## src/rtl/exp_req_arbiter.sv

```systemverilog
// exp_req_arbiter: round-robin scheduler that shares one exponentiation engine
// among NREQ requesters.
//
// It accepts one operand pair at a time and drives the engine operands plus a
// one-cycle start. It waits for done, then returns the result to the
// originating requester over a valid/ready response channel.
//
// Ports:
//   clk, rst             clock and synchronous active-low reset (0 = reset)
//   req_valid/a/b        per-requester request; operands packed at [i*k +: k]
//   req_ready            one-hot accept strobe (combinational, IDLE only)
//   rsp_valid            one-hot response valid for the granted requester
//   rsp_c, rsp_err       shared result and timeout flag, qualified by rsp_valid
//   rsp_ready            per-requester response ready
//   eng_a/b, eng_start   engine operands and start pulse
//   eng_c, eng_done      engine result and completion
//   busy                 high whenever the scheduler is not idle
//
// Optional feature: define EXP_ARB_TIMEOUT_EN to enable a BUSY watchdog of
// TIMEOUT cycles that completes the job with rsp_c=0 and rsp_err=1.
module exp_req_arbiter #(
    parameter int unsigned k       = 16,
    parameter int unsigned NREQ    = 4,
    parameter int unsigned TIMEOUT = 1024
) (
    input  logic                clk,
    input  logic                rst,
    input  logic [NREQ-1:0]     req_valid,
    input  logic [NREQ*k-1:0]   req_a,
    input  logic [NREQ*k-1:0]   req_b,
    output logic [NREQ-1:0]     req_ready,
    output logic [NREQ-1:0]     rsp_valid,
    output logic [2*k-1:0]      rsp_c,
    output logic                rsp_err,
    input  logic [NREQ-1:0]     rsp_ready,
    output logic [k-1:0]        eng_a,
    output logic [k-1:0]        eng_b,
    output logic                eng_start,
    input  logic [2*k-1:0]      eng_c,
    input  logic                eng_done,
    output logic                busy
);

    localparam int unsigned IW = (NREQ > 1) ? $clog2(NREQ) : 1;

    if (NREQ < 2 || NREQ > 8 || TIMEOUT < 1 || k < 1) begin : g_bad_param
        $error("exp_req_arbiter: parameter out of range");
    end

    typedef enum logic [1:0] {
        StIdle,
        StLaunch,
        StBusy,
        StResp
    } state_e;

    state_e          state;
    logic [IW-1:0]   rr_ptr;
    logic [IW-1:0]   id;
    logic [IW-1:0]   grant_id;
    logic [IW-1:0]   cand;
    logic            grant_found;
    logic [k-1:0]    sel_a;
    logic [k-1:0]    sel_b;

`ifdef EXP_ARB_TIMEOUT_EN
    localparam int unsigned TW = $clog2(TIMEOUT + 1);
    logic [TW-1:0]   tmo_cnt;
    logic            err_q;
    assign rsp_err = err_q;
`else
    assign rsp_err = 1'b0;
`endif

    // Search starts one past the last served requester, so it has lowest priority.
    always_comb begin
        grant_found = 1'b0;
        grant_id    = '0;
        cand        = '0;
        for (int unsigned i = 1; i <= NREQ; i++) begin
            cand = IW'((32'(rr_ptr) + i) % NREQ);
            if (!grant_found && req_valid[cand]) begin
                grant_found = 1'b1;
                grant_id    = cand;
            end
        end
    end

    always_comb begin
        req_ready = '0;
        if (state == StIdle && grant_found) begin
            req_ready[grant_id] = 1'b1;
        end
    end

    assign sel_a = req_a[grant_id * k +: k];
    assign sel_b = req_b[grant_id * k +: k];
    assign busy  = (state != StIdle);

    always_ff @(posedge clk) begin
        if (!rst) begin
            state     <= StIdle;
            rr_ptr    <= IW'(NREQ - 1);
            id        <= '0;
            rsp_valid <= '0;
            rsp_c     <= '0;
            eng_a     <= '0;
            eng_b     <= '0;
            eng_start <= 1'b0;
`ifdef EXP_ARB_TIMEOUT_EN
            tmo_cnt   <= '0;
            err_q     <= 1'b0;
`endif
        end else begin
            eng_start <= 1'b0;
            unique case (state)
                StIdle: begin
                    if (grant_found) begin
                        eng_a     <= sel_a;
                        eng_b     <= sel_b;
                        id        <= grant_id;
                        eng_start <= 1'b1;
                        state     <= StLaunch;
                    end
                end
                StLaunch: begin
`ifdef EXP_ARB_TIMEOUT_EN
                    tmo_cnt <= '0;
`endif
                    state <= StBusy;
                end
                StBusy: begin
                    if (eng_done) begin
                        rsp_c         <= eng_c;
                        rsp_valid[id] <= 1'b1;
                        state         <= StResp;
`ifdef EXP_ARB_TIMEOUT_EN
                        err_q         <= 1'b0;
                    end else if (tmo_cnt == TW'(TIMEOUT - 1)) begin
                        // Counter would reach TIMEOUT at this edge: give up.
                        rsp_c         <= '0;
                        err_q         <= 1'b1;
                        rsp_valid[id] <= 1'b1;
                        state         <= StResp;
                    end else begin
                        tmo_cnt <= tmo_cnt + 1'b1;
`endif
                    end
                end
                StResp: begin
                    if (rsp_ready[id]) begin
                        rr_ptr    <= id;
                        rsp_valid <= '0;
                        state     <= StIdle;
                    end
                end
                default: state <= StIdle;
            endcase
        end
    end

endmodule

```

## config.mk

```make
export PLATFORM = sky130hd
export DESIGN_NAME = exp_req_arbiter
export DESIGN_NICKNAME = d
export VERILOG_FILES = /design/src/rtl/exp_req_arbiter.sv
export SDC_FILE = /design/constraint.sdc
export NUM_CORES = 1
export LEC_CHECK = 0
export CORE_ASPECT_RATIO = 0.6
export CORE_MARGIN = 10
export CORE_UTILIZATION = 32
export DETAILED_ROUTE_END_ITERATION = 8
export MAX_ROUTING_LAYER = met4
export PLACE_DENSITY_LB_ADDON = 0.15
export RECOVER_POWER = 25
export SETUP_SLACK_MARGIN = 0.15
export SYNTH_ARGS = -nofsm -noshare
export SYNTH_HDL_FRONTEND = slang
export SYNTH_SLANG_ARGS = --single-unit
```

## constraint.sdc

```tcl
create_clock -name clk -period 2.5 [get_ports clk]
set_clock_uncertainty 0.2 [all_clocks]
set_input_delay 0.75 -clock clk [delete_from_list [all_inputs] [get_ports clk]]
set_output_delay 0.75 -clock clk [all_outputs]
set_load 0.01 [all_outputs]
```

==> impl_metrics.json <==
{
  "cts-root-buf": "clkbuf_16",
  "synth_edf_count": 0,
  "holdCritStartpoint": "rsp_c[0]",
  "vias_per_cell": 4.80,
  "post-route-util_pct": 61.7,
  "synth_top_family_by_area": "multiplexers",
  "yosys.area_share.simple_pct": 14.6,
  "finalMaxSlewViolations": 0,
  "drtIter0Drc": 102,
  "leakage_nw": 2.65,
  "pin_count": 246,
  "critical_path_arrival_ns": 1.69,
  "drive_gt1_share_pct": 10.2,
  "grt_overflow_total": 0,
  "cts_sinks": 75,
  "critical_path_class": "input pin to output port",
  "finalCritPeriodShare_pct": 106,
  "cts_tree": "done",
  "yosysTopAreaCell": "dfxtp_1",
  "die_area_mm2": 0.0161,
  "max_stage_delay_ns": 0.32,
  "place.gp.congestion": 0.792,
  "async_flop_share_pct": 0,
  "yosys_warnings": 0,
  "netlist.area_leader.share_pct": 41.6,
  "synthXorXnorAreaFrac_pct": 0,
  "crit_top_cell": "buf_6",
  "cp.required_ns": 1.55,
  "worst_slack_ns": -0.143,
  "grt_pass1_wl_mm": 21.4,
  "numCtsBuffers": 9,
  "synth_compound_area_share_pct": 17.8,
  "ys_seq_area_share_pct": 41.6,
  "syn_area_mm2": 0.00361,
  "initial_core_util_pct": 33.5,
  "routedWlPerCell_um": 17.8,
  "cellPowerDensity_mw_per_mm2": 782,
  "clock_latency_ns": 0.32,
  "synth_area_leaders": "dfxtp_1 (42%), mux2i_1 (18%), nand2_1 (11%)",
  "finalHoldViolCount": 0,
  "syn2layout_area_growth_pct": 84.0,
  "worst_slew_pin_slew_ns": 0.645,
  "antenna_found_initial": 0,
  "grt_max_degree": 41,
  "drt_wl_total_mm": 14.0,
  "syn_avg_cell_area_um2": 9.03,
  "placement.cell_area_mm2": 0.00630,
  "num-nets-final": 818,
  "dr.pass1.iters": 4,
  "design_area_mm2": 0.00665,
  "row_count": 29,
  "htreeDepth": 3,
  "slew_headroom_pct": 57.0,
  "coreArea_mm2": 0.0108,
  "die_x_um": 157,
  "ant_nets": 0,
  "rsz0062_at_grt": "yes",
  "syn-num-nets": 575,
  "synth_top_flop_cell": "dfxtp_1",
  "ys_ff_latch": 75,
  "status": "finished with violations",
  "synth_cell_types": 30,
  "slowest_stage": "o221a_4",
  "synthCells": 400,
  "vdd_ir_drop_max_v": 0.000390,
  "numPortBuffers": 244,
  "start_kind": "input pin",
  "layout_min_cycle_time_ns": 2.64,
  "setup.worst_path.start": "req_valid[0]",
  "fmax_mhz": 378,
  "clk_pin_slew_worst_paths_ns": 0.05,
  "path_cells": "buf_8 -> buf_6 -> nor2b_4 -> a21oi_2 -> o221a_4 -> inv_8 -> nor2_4 -> buf_6",
  "max_cap_violations": 0,
  "synthMuxAreaShare_pct": 18.6,
  "clockBufferDepth": 2,
  "track_usage_pct": 17.1,
  "fp.dieH_um": 102,
  "setup_viol": 4,
  "grt_pass1_vias": 3955,
  "vias": 3778,
  "synth-adder-area-share_pct": 1.39,
  "end_kind": "output port",
  "diodes": 0,
  "place_hpwl_mm": 11.3,
  "rr_startpoint": "rr_ptr[1]",
  "violations": "negative setup slack",
  "path_max_fanout": 5,
  "detail_route.drc_violations": 0,
  "hold_class": "flop to flop"
}
-- worst max-delay path, delay by kind of cell --
kind                   cells  cell delay (ns)
AND/OR/NAND/NOR            2             0.16
buffers and inverters      4             0.41
AO/OA/AOI/OAI              2             0.36
-- timing repair --
item,CTS,global route
buffers inserted,1,0
pin swaps,4,7
resized for setup,54,9
setup endpoints to repair,38,34
hold buffers,0,0
-- metrics by stage --
stage / total power (W) / setup WS (ns) / TNS [ns] / instances / hold slack [ns]
after floorplan: 0.00266 / -0.132 / -0.497 / 400 / 0.253
after CTS: 0.00527 / -0.131 / -0.479 / 787 / 0.263
after detailed placement: 0.00391 / -1.09 / -26.45 / 770 / 0.248
after global routing: 0.00552 / -0.165 / -0.657 / 787 / 0.280
final: 0.00520 / -0.143 / -0.532 / 787 / 0.258
after global placement: 0.00387 / -1.10 / -24.65 / 770 / 0.243
-- sequential cells by signal, summed over array words and instances (netlist names) --
register,flops
rsp_c,32
rr_ptr,2
id,2
rsp_valid,4
eng_b,16
state,2
eng_start,1
eng_a,16
-- placed cells by master, fill, tap and decap left out, types with 5 or more instances in the layout --
master	instances
mux2i_1	65
buf_12	5
dfxtp_1	73
nand2_1	105
clkdlybuf4s50_1	235
clkbuf_16	9
nor2_1	6
a21boi_0	33
buf_4	14
buf_6	6
inv_1	5
o221ai_1	32
-- Yosys cell counts (5+ instances only) --
| cell | instances |
|---|---|
| o221ai_1 | 32 |
| buf_4 | 5 |
| mux2i_1 | 65 |
| nor2_1 | 12 |
| nand2_1 | 106 |
| inv_1 | 7 |
| a21boi_0 | 33 |
| a21oi_1 | 6 |
| clkbuf_1 | 22 |
| dfxtp_1 | 75 |
-- path summary, 6_finish.rpt --
check                               endpoint  slack, ns  depth (start not counted)
worst max-delay path            req_ready[2]      -0.14                          8
worst min-delay path                rsp_c[0]       0.26                          2
worst max register to register      eng_a[8]       0.18                          6
worst min register to register      rsp_c[0]       0.26                          2
-- report_power, final --
group	switching (W)	internal (W)
Combinational	0.00102	0.00125
Clock	0.000487	0.000795
Sequential	0.000163	0.00148
Total	0.00167	0.00353
-- layout make-up --
type,count,area (um2)
Sequential cell,75,1500
Tap cell,139,174
Multi-Input combinational cell,286,1980
Inverter,7,33.8
Clock buffer,11,243
Timing Repair Buffer,264,2660
Clock inverter,5,52.6
Fill cell,908,4130
-- layer usage --
metal  up-vias  GRT usage [%]  share of wire [%]
li1       1894              -                  -
met2       129           29.2                 51
met1      1744           18.3                 40
met4         0           4.01               0.99
met5         -              -                  0
met3        11           7.05                8.3
-- logic make-up after synthesis --
family,after synthesis
muxes,66
other,1
buffers and inverters,39
adders and majority gates,4
and+or+nand+nor,132
DFF,75
AOI/OAI and AO/OA,83
No activity file was read; power rests on OpenSTA's default activity.
